## src/rtl/instr_fetch_queue.sv

```systemverilog
// instr_fetch_queue: fetch stage between the PC and decode.
// Issues one req/ack instruction read at a time, buffers {pc, instr} pairs in a
// DEPTH-entry FIFO, and releases the PC (pc_hold=0) once per accepted fetch.
// A flush discards the buffered entries and any read still in flight.
// Optional feature macro: IFQ_BYPASS_EN (ack-to-decode combinational bypass
// when the FIFO is empty).
module instr_fetch_queue #(
  parameter int DEPTH  = 4,
  parameter int ADDR_W = 32,
  parameter int DATA_W = 32,
  localparam int PW    = $clog2(DEPTH),
  localparam int CW    = PW + 1
) (
  input  logic              clock,
  input  logic              reset,
  input  logic [ADDR_W-1:0] pc_addr,
  output logic              pc_hold,
  input  logic              flush,
  output logic              mem_req,
  output logic [ADDR_W-1:0] mem_addr,
  input  logic              mem_ack,
  input  logic [DATA_W-1:0] mem_rdata,
  output logic              out_valid,
  input  logic              out_ready,
  output logic [DATA_W-1:0] out_instr,
  output logic [ADDR_W-1:0] out_pc,
  output logic [CW-1:0]     count
);

  typedef enum logic [1:0] {IDLE, WAIT, DROP} state_t;

  state_t                         state_q, state_d;
  logic [ADDR_W-1:0]              req_pc_q, req_pc_d;
  logic [CW-1:0]                  count_q, count_d;
  logic [PW-1:0]                  wr_q, rd_q;
  logic [DEPTH-1:0][DATA_W-1:0]   instr_q;
  logic [DEPTH-1:0][ADDR_W-1:0]   pc_q;

  logic ack_ok;    // ack for a live (non-flushed) request
  logic push;      // write returned pair into the FIFO
  logic pop;       // decode consumes a buffered head entry
  logic byp_take;  // returned pair consumed straight from memory

  assign ack_ok = (state_q == WAIT) && mem_ack && !flush;
  assign pop    = (count_q != '0) && out_ready && !flush;

`ifdef IFQ_BYPASS_EN
  logic byp;
  assign byp       = ack_ok && (count_q == '0);
  assign byp_take  = byp && out_ready;
  assign out_valid = (count_q != '0) || byp;
  assign out_instr = byp ? mem_rdata : instr_q[rd_q];
  assign out_pc    = byp ? req_pc_q  : pc_q[rd_q];
`else
  assign byp_take  = 1'b0;
  assign out_valid = (count_q != '0);
  assign out_instr = instr_q[rd_q];
  assign out_pc    = pc_q[rd_q];
`endif

  assign push     = ack_ok && !byp_take;
  assign count_d  = count_q + CW'(push) - CW'(pop);
  assign count    = count_q;
  assign mem_req  = (state_q != IDLE);
  assign mem_addr = req_pc_q;
  // PC advances only when a live fetch completes (pushed or bypassed)
  assign pc_hold  = !ack_ok;

  // Next-state: one outstanding request; flushed reads are drained in DROP
  always_comb begin
    state_d  = state_q;
    req_pc_d = req_pc_q;
    unique case (state_q)
      IDLE: if (!flush && (count_q < CW'(DEPTH))) begin
        req_pc_d = pc_addr;
        state_d  = WAIT;
      end
      WAIT: begin
        if (flush)        state_d = mem_ack ? IDLE : DROP;
        else if (mem_ack) state_d = IDLE;
      end
      DROP: if (mem_ack) state_d = IDLE;
      default: state_d = IDLE;
    endcase
  end

  // FSM and request address registers
  always_ff @(posedge clock) begin
    if (reset) begin
      state_q  <= IDLE;
      req_pc_q <= '0;
    end else begin
      state_q  <= state_d;
      req_pc_q <= req_pc_d;
    end
  end

  // FIFO storage, pointers and occupancy; flush empties it and drops push/pop
  always_ff @(posedge clock) begin
    if (reset) begin
      count_q <= '0;
      wr_q    <= '0;
      rd_q    <= '0;
      instr_q <= '0;
      pc_q    <= '0;
    end else if (flush) begin
      count_q <= '0;
      wr_q    <= '0;
      rd_q    <= '0;
    end else begin
      if (push) begin
        instr_q[wr_q] <= mem_rdata;
        pc_q[wr_q]    <= req_pc_q;
        wr_q          <= wr_q + PW'(1);
      end
      if (pop) rd_q <= rd_q + PW'(1);
      count_q <= count_d;
    end
  end

endmodule

```

## config.mk

```make
export PLATFORM = sky130hd
export DESIGN_NAME = instr_fetch_queue
export DESIGN_NICKNAME = d
export VERILOG_FILES = /design/src/rtl/instr_fetch_queue.sv
export SDC_FILE = /design/constraint.sdc
export NUM_CORES = 1
export LEC_CHECK = 0
export ABC_AREA = 1
export CAP_MARGIN = 20
export CORE_MARGIN = 5
export CORE_UTILIZATION = 59
export CTS_BUF_LIST = sky130_fd_sc_hd__clkbuf_4 sky130_fd_sc_hd__clkbuf_8
export CTS_CLUSTER_DIAMETER = 50
export CTS_CLUSTER_SIZE = 14
export DETAILED_ROUTE_END_ITERATION = 8
export PLACE_DENSITY = 0.82
export SYNTH_ARGS = -nofsm -noshare
export SYNTH_HDL_FRONTEND = slang
export SYNTH_SLANG_ARGS = --single-unit
```

## constraint.sdc

```tcl
create_clock -name clock -period 2.4 [get_ports clock]
set_input_delay 0.36 -clock clock [delete_from_list [all_inputs] [get_ports clock]]
set_output_delay 0.36 -clock clock [all_outputs]
set_load 0.03 [all_outputs]
```

# Word-level counts from Yosys, hierarchy flattened
# Index checks and enable logic that the tools add are counted.
# word_totals
out_inout_bits	102
wordCells	52
reg_bits	297
input_bits	69
# op_classes
n_lt_le_gt_ge	4
reduce_logical	14
bitwise_logic	1
muxes	13
addsub	4
eq_ne	3
# ops
operator	n
128-bit bitwise mux	2
32-bit binary-select mux with 2-bit select	2
32-bit 2-to-1 mux	3
32-bit demux with 2-bit select	1
2-bit 2-to-1 mux	4
1-bit logical AND	6
2-bit by 3-bit < comparator with 1-bit output, second input constant	2
2-bit case mux with 3 select lines	1
2-bit by 1-bit adder with 2-bit output, second input constant	2
2-bit AND reduction	2
3-bit by 1-bit adder with 3-bit output	1
3-bit < comparator, second input constant	1
3-bit nonzero test	1
3-bit by 1-bit subtractor with 3-bit output	1
2-bit by 1-bit == test with 1-bit output, second input constant	1
2-bit == test, second input constant	1
2-bit by 1-bit greater-or-equal comparator with 1-bit output, second input constant	1
1-bit logical NOT	2
2-bit logical NOT	1
2-bit != test, second input constant	1
2-bit nonzero test	1
2-bit OR reduction	1
1-bit inverter	1

# Longest topological paths before layout
# logic_depth
ltp_word	5
ltp_mapped	11
depth_no_buf	10

# Worst setup path before layout
# Ideal clock, no wire load.
# synth_timing
path_kind	input to register
from	in mem_ack
to	reg count_q[2] (netlist: count[2])
arrival_time_ns	2.286
path_stages	11
setup_slack_ns	0.045
setup_ns	0.070
n_path_buf	2
path_cell_list	buf_4 > nand3_2 > nor2_4 > buf_4 > inv_1 > ha_1 > inv_1 > ha_1 > fa_1 > o21bai_1 > a21oi_1
# synth_via
elab_chain_len	4
# synth_lines
item	line	text
from (decl)	21	input logic mem_ack,
1-bit logical AND (2 in a row)	44	assign ack_ok = (state_q == WAIT) && mem_ack && !flush;
3-bit by 1-bit adder with 3-bit output	62	assign count_d = count_q + CW'(push) - CW'(pop);
3-bit by 1-bit subtractor with 3-bit output	62	
to (signal assigned)	117	count_q <= count_d;
to (decl)	34	logic [CW-1:0] count_q, count_d;
# Every way passes these cells.
# A chain may end at the register's enable or synchronous reset.

# Final worst setup path
# layout_timing
from	reg rd_q[0]
to	out out_instr[26]
# layout_via
elab_chain_len	2
# layout_lines
item	line	text
from (decl)	35	logic [PW-1:0] wr_q, rd_q;
from (signal assigned)	116	if (pop) rd_q <= rd_q + PW'(1);
32-bit binary-select mux with 2-bit select	57	assign out_instr = instr_q[rd_q];
32-bit 2-to-1 mux (implied by the code)	57	
to (decl)	25	output logic [DATA_W-1:0] out_instr,
# Every way passes these cells. The select of a mux whose other input is x is not followed.

==> metrics.csv <==
metric,value,unit
drtPass1Iterations,6,
power.total,10100,uW
grt_overflow,0,
routed_wl,41600,um
synthTopCellsByArea,"dfxtp_1, inv_1, nand2_1",
antenna_found_initial,0,
synth_cells,2511,
num_rows,59,
postCtsHoldBufs,0,
grt_pass1_vias,13886,
areaGrowthSynthToFinish,18.6,%
drc,0,
cts_tree,done,
final_util,0.703,
synth_area,15300,um2
nets,2676,
ios,171,
holdWs,0.366,ns
coreArea,25800,um2
synth_ff_type,dfxtp_1,
post-synth-top-count-cell,inv_1,
post-route-min-period,2.32,ns
synthTopCellsByCount,"inv_1, nand2_1, dfxtp_1, nor2_1, nand3_1",
dp_cells,2898,
hold_viol,0,
yosys_warnings,0,
cap_violations,0,
slew_violations,0,
track_usage,0.270,
first_iter_violations,1338,
hold_path_class,input pin to flip-flop,
grt_pass1_wl,66700,um
die_width,171,um
cts_buffers,31,
start_kind,flip-flop,
clk_path_buf_depth,3,
drive_gt1_frac,0.0786,
synth_cell_type_count,22,
grt_max_degree,145,
skew,0.0164,ns
async_flop_share,0,
routedWlPerCell,14.1,um
htreeDepth,1,
gp_congestion,0.799,
syn_nets,2587,
power_density,559,nW/um2
post_drt_via_cell_ratio,5.04,
num_antenna_cells,0,
path_class,flip-flop to output pin,
fin_cells,2956,
fin_tns_setup,0,ns
initial_utilization,0.593,
arrival,1.96,ns
cp.required,2.04,ns
period_share,0.967,
synth-edff-count,0,
yosysTopAreaCell,dfxtp_1,
outcome,"finished, final reports clean",
syn_avg_cell_area,6.10,um2
dieArea,29300,um2
synth_top_area_share,0.388,
ant_nets,0,
clk_pin_slew_worst_paths,0.09,ns
die_h,171,um
vias,14910,
yosys_register_bits,297,
ys_seq_area_frac,0.388,
critPathMaxFanout,29,
vdd_drop_max,0.000516,V
clock_latency,0.61,ns
cp-end-kind,output pin,
setup_viol,0,
hpwlAfterDp,23500,um
root_buffer,clkbuf_8,
p_leak,0.00862,uW
tightest_slew,0.929,ns
max_slew_margin,0.380,
clock-sinks,297,
portBuffers,170,
fmax,431,MHz
## power breakdown
group	internal, uW	total (uW)	switching [uW]	leakage (uW)
registers	5020	5080	53.6	0.00240
logic	455	1230	773	0.00584
clock network	1920	3840	1920	0.000368
total	7400	10100	2740	0.00862
## cell families (layout without fill, tap and decap cells)
kind of cell	Yosys count	after routing	share of synthesized area
and+or+nand+nor	1120	1120	0.302
DFF	297	297	0.388
buffers and inverters	758	868	0.196
adders and majority gates	7	7	0.00621
AOI/OAI and AO/OA	329	329	0.108
## critical path: stages, from the launching register on
cell     delay, ns
dfxtp_4       0.43
inv_12        0.09
buf_12        0.17
o21ai_0       0.18
a21oi_1       0.06
a21oi_1       0.20
buf_4         0.21
## stage by stage
step | worst slack, ns | area, um2
floorplan | 0.0448 | 15300
global placement | 0.0273 | 17200
detailed placement | 0.00163 | 17200
CTS | 0.000341 | 18000
global route | -0.00223 | 18200
finish | 0.0788 | 18200
## routing by layer
metal / GRT usage / share of wire / vias up
met5: 0 / 0 / -
met4: 0.0703 / 0.021 / 0
met3: 0.0379 / 0.074 / 63
met2: 0.475 / 0.48 / 516
met1: 0.348 / 0.42 / 6728
li1: - / - / 7603
## placed cells by master, fill, tap and decap left out, types with 2 or more instances in the layout
cell             instances
clkbuf_16                2
clkdlybuf4s50_1        105
ha_2                     4
clkinv_4                 4
nor2_1                 267
nand3_1                257
buf_6                    2
clkinv_2                 3
o21ai_1                  6
nand4_4                  4
bufinv_16                5
clkbuf_8                34
buf_12                  27
a21oi_2                 22
inv_1                  592
ha_1                     2
a21oi_1                208
clkinvlp_4               3
nand2_1                587
o21ai_0                 91
inv_6                    4
dfxtp_1                295
buf_4                   78
clkbuf_4                 2
buf_16                   2
inv_8                    2
## sequential cells by signal, summed over array words and instances, names as in the netlist
register and count:
instr_q 128, mem_addr 32, state_q 2, pc_q 128
rd_q 2, count 3, wr_q 2
## repair_timing
action,in CTS,in global routing
setup endpoints to repair,58,46
gates resized for setup,9,30
pin swaps,0,0
setup buffers,1,0
gates cloned,1,2
## cell type report
type / count / area (um2)
Clock buffer: 36 / 483
Clock inverter: 18 / 251
Fill cell: 2231 / 7680
Inverter: 596 / 2260
Multi-Input combinational cell: 1456 / 6470
Sequential cell: 297 / 5950
Tap cell: 335 / 419
Timing Repair Buffer: 217 / 2310
Timing Repair inverter: 1 / 8.76
## worst paths after layout
kind | from | slack [ns] | endpoint | cells past startpoint
setup / recovery | rd_q[0]$_SDFFE_PP0P_ | 0.08 | out_instr[26] | 6
hold / removal | pc_addr[7] | 0.37 | mem_addr[7]$_SDFFE_PP0P_ | 3
setup reg to reg | count[1]$_SDFF_PP0_ | 0.39 | count[2]$_SDFF_PP0_ | 10
hold reg to reg | rd_q[1]$_SDFFE_PP0P_ | 0.51 | rd_q[1]$_SDFFE_PP0P_ | 2
Power figures use the tool's default switching activity.
==> variant 1: new RTL, same flow settings <==
Add a define of `IFQ_BYPASS_EN`.
--- a/src/rtl/instr_fetch_queue.sv
+++ b/src/rtl/instr_fetch_queue.sv
@@ -5,4 +5,6 @@
 // Optional feature macro: IFQ_BYPASS_EN (ack-to-decode combinational bypass
 // when the FIFO is empty).
+`define IFQ_BYPASS_EN
+
 module instr_fetch_queue #(
   parameter int DEPTH  = 4,
Function: changed (Yosys sat finds a counterexample within 4 cycles, from zero or initial values and one cycle with reset high).
==> variant 1 against the unedited design <==
- sequential cell count is the same
- area after synthesis grew 7.2%
- first-iteration DRC count grew 54%
- total power shrank 2.0%
- final area grew 5.4%
- worst setup slack lost 0.041 ns
- non-clock buffer count grew 38
- clock skew grew 0.0070 ns
- combinational power grew 5%
- routed wire length grew 12%
- clock power shrank 5.7%
- core utilization shrank 1.0 points
- count of clock-buffer cells in the layout grew 7
==> variant 1: results (changes against the unedited design) <==
[metrics] status: completed
[metrics] critical register-to-register path startpoint: state_q[1]
[metrics] sequential cell area fraction in the yosys report: 0.362 (-0.0260)
[metrics] met2 usage: 0.465 (-0.00965)
[metrics] global routing usage on met1: 0.387 (+0.0380)
[metrics] synthesized area per cell: 6.28 um2 (+2.9%)
[metrics] wire length on met2: 22.1 mm (+9.9%)
[metrics] hold_ws: 0.430 ns (+0.0642 ns)
[metrics] total routing resource utilization after global routing: 0.283 (+0.0129)
[metrics] standby leakage power: 8.76 nW (+1.7%)
[metrics] Max VDD drop: 0.000399 V (-23%)
[metrics] TritonCTS Buffers: 34 (+9.7%)
[metrics] final net count: 2779 (+3.8%)
[metrics] post-synthesis compound-gate area fraction: 0.119 (+0.0111)
[metrics] total via count in the routed design: 16583 (+11%)
[metrics] Post-Synth XOR/XNOR Area: 0.00213 (+0.00213)
[metrics] R2R depth: 12 (+2)
[metrics] DPL Wire Length: 26.6 mm (+13%)
[metrics] placed cell area: 0.0181 mm2 (+5.0%)
[metrics] clock latency at the later pin of the worst-skew pair: 0.54 ns (-0.07 ns)
[metrics] total length of routed wires: 46.7 mm (+12%)
[metrics] adder-cell area share of the yosys netlist: 0.00579 (-0.000415)
[metrics] clock skew: 0.0234 ns (+0.00699 ns)
[metrics] met1 wire length: 19.7 mm (+12%)
[metrics] Syn Nets: 2690 (+4.0%)
[metrics] worst-path fanout max: 39 (+34%)
[metrics] via count of the first global-routing pass: 15120 (+8.9%)
[metrics] ratio of cells with drive above 1 in the final layout: 0.0928 (+0.0142)
[metrics] number of cells in the finished layout apart from fillers: 3105 (+5.0%)
[metrics] Setup Slack @ Placement: -0.234 ns (-0.236 ns)
[metrics] reg-to-reg slack, setup: 0.16 ns (-0.23 ns)
[metrics] initial detailed-routing violation count: 2065 (+54%)
[metrics] final-layout fill cell count: 2351 (+5.4%)
[metrics] largest cells by area after synthesis: sky130_fd_sc_hd__dfxtp_1 36%, sky130_fd_sc_hd__inv_1 14%, sky130_fd_sc_hd__nand2_1 12%, sky130_fd_sc_hd__nand4_1 9.8%, sky130_fd_sc_hd__o21ai_0 6.7%
[metrics] headroom to the max-slew limit: 0.465 (+0.0844)
[metrics] crit path DAT: 2.00 ns (+0.04 ns)
[metrics] count of unique library cells instantiated by Yosys: 25 (+14%)
[metrics] Placed Instances: 3031 (+4.6%)
[metrics] first-pass GRT wire length: 74.8 mm (+12%)
[metrics] routing usage on met3: 0.0432 (+0.00526)
[metrics] worst min-delay path startpoint: pc_addr[29]
[metrics] end point of the worst hold path: mem_addr[29]
[metrics] met3 routed wirelength: 4.21 mm (+37%)
[metrics] GPL Wtd Cong: 0.821 (+2.7%)
[metrics] largest net degree at the start of global routing: 103 (-29%)
[metrics] most frequent cells after synthesis: 593 x sky130_fd_sc_hd__inv_1, 522 x sky130_fd_sc_hd__nand2_1, 297 x sky130_fd_sc_hd__dfxtp_1
[metrics] deepest level of the CTS H-tree: 2 (+1)
==> variant 1: layout make-up <==
| cell class | instances | area (um2) | area share |
|---|---|---|---|
| flip-flops and latches | 297 | 5960 | 0.312 |
| multi-input cells | 1519 | 7200 | 0.376 |
| repair buffers | 255 | 2550 | 0.134 |
| well taps | 378 | 473 | 0.0247 |
| clock inverters | 17 | 135 | 0.00706 |
| inverters | 596 | 2250 | 0.117 |
| clock buffers | 43 | 561 | 0.0293 |
==> variant 1: timing repair <==
item                                    4_1_cts  5_1_grt
gates resized for setup                      21       62
gates cloned                                  1        2
setup buffers                                 3        9
hold buffers                                  0        0
endpoints found under the setup margin       44       88
pin swaps                                     1        5
==> variant 1: report_power, final <==
group / internal, mW / switching (mW)
logic: 0.453 / 0.836
registers: 5.00 / 0.0328
clock network: 1.69 / 1.94
==> variant 2: new RTL, same settings <==
Made on the original files. Re-encode `state_t` (3 states) as one-hot, 3 bits wide.
--- a/src/rtl/instr_fetch_queue.sv
+++ b/src/rtl/instr_fetch_queue.sv
@@ -28,5 +28,5 @@
 );
 
-  typedef enum logic [1:0] {IDLE, WAIT, DROP} state_t;
+  typedef enum logic [2:0] {IDLE = 3'b001, WAIT = 3'b010, DROP = 3'b100} state_t;
 
   state_t                         state_q, state_d;
Behaviour: no difference found for any inputs over 4 cycles, from zero or initial values and one cycle with reset high; so few cycles prove little.
==> variant 2 against the unedited design <==
- critical path depth up 1
- total power about the same
- first-iteration DRC count up 38%
- area after synthesis up 3.5%
- non-clock buffer count up 3
- combinational power down 9.8%
- worst setup slack worse by 0.029 ns
- final cell count up 2.1%
- routed wire length up 7.9%
- sequential cell count up 1
- final area up 2.4%
- critical path type unchanged
- critical endpoint is now out_instr[0]
- largest power group unchanged
==> variant 2: results (changes against the unedited design) <==
[metrics] met1 wire length: 19.3 mm (+9.9%)
[metrics] Placed Instances: 2955 (+2.0%)
[metrics] standby leakage power: 8.65 nW (+0.42%)
[metrics] cells after synthesis: 2586 (+3.0%)
[metrics] count of unique library cells instantiated by Yosys: 23 (+4.5%)
[metrics] total via count in the routed design: 16084 (+7.9%)
[metrics] largest net degree at the start of global routing: 257 (+77%)
[metrics] clock skew: 0.0336 ns (+0.0172 ns)
[metrics] DPL Wire Length: 26.0 mm (+11%)
[metrics] deepest level of the CTS H-tree: 2 (+1)
[metrics] routing usage on met3: 0.0605 (+0.0226)
[metrics] worst-path fanout max: 46 (+59%)
[metrics] post-CTS setup repair buffer count: 0 (-1)
[metrics] largest cells by area after synthesis: sky130_fd_sc_hd__dfxtp_1 38%, sky130_fd_sc_hd__nand2_1 14%, sky130_fd_sc_hd__inv_1 14%, sky130_fd_sc_hd__nand4_1 10%, sky130_fd_sc_hd__nor2_1 7.1%
[metrics] GPL Wtd Cong: 0.821 (+2.7%)
[metrics] Clk pwr share: 0.389 (+0.010)
[metrics] Setup Slack @ Placement: -0.0866 ns (-0.0882 ns)
[metrics] global routing usage on met1: 0.387 (+0.0388)
[metrics] first-pass GRT wire length: 74.0 mm (+11%)
[metrics] status: completed
[metrics] DR pass1 iterations: 5 (-1)
[metrics] antenna violations before repair: 1 (+1)
[metrics] initial detailed-routing violation count: 1842 (+38%)
[metrics] wire length on met2: 20.1 mm (about the same)
[metrics] Syn Nets: 2662 (+2.9%)
[metrics] placed cell area: 0.0177 mm2 (+2.8%)
[metrics] hold_ws: 0.415 ns (+0.0494 ns)
variant 2: cell count changes in the layout (fill, tap and decap cells not counted), moves of 8 or more:
cell,delta
sky130_fd_sc_hd__buf_4,+13
sky130_fd_sc_hd__a21oi_2,-8
sky130_fd_sc_hd__nor3_1,+32
sky130_fd_sc_hd__nor2_1,+30
sky130_fd_sc_hd__a21oi_1,-24
sky130_fd_sc_hd__nand2_1,+12
sky130_fd_sc_hd__o21ai_0,-13
sky130_fd_sc_hd__o21ai_1,+14
sky130_fd_sc_hd__nand4_1,+256
sky130_fd_sc_hd__nand3_1,-253
variant 2: logic make-up (layout without fill, tap and decap cells):
family,Yosys count,after routing,share of synthesized area
AND/OR/NAND/NOR,1198,1198,0.331
AO/OA/AOI/OAI,296,296,0.0934
flip-flops,298,298,0.376
adder cells (fa/ha/maj),7,7,0.00600
buffers and inverters,787,878,0.193
variant 2: area by class of cell:
type / instances / area (um2)
timing repair buffer: 220 / 2220
clock inverter: 18 / 193
fill: 2309 / 8130
timing repair inverter: 1 / 5.00
inverter: 595 / 2260
multi-input combinational: 1501 / 6930
tap: 341 / 427
clock buffer: 44 / 587
sequential: 298 / 5970
variant 2: worst min-delay path by stage:
stage | startpoint | endpoint | cells past startpoint
final | pc_addr[4] | mem_addr[4] | 3
after global routing | pc_addr[26] | mem_addr[26] | 3
after CTS | pc_addr[4] | mem_addr[4] | 3
after detailed placement | rd_q[1] | rd_q[1] | 2
after global placement | rd_q[1] | rd_q[1] | 2
after floorplan | rd_q[1] | rd_q[1] | 2
variant 2: repair_timing:
item / 4_1_cts / 5_1_grt
endpoints found under the setup margin: 63 / 34
resized for setup: 4 / 23
cloned: 1 / 0
pin swaps: 0 / 0
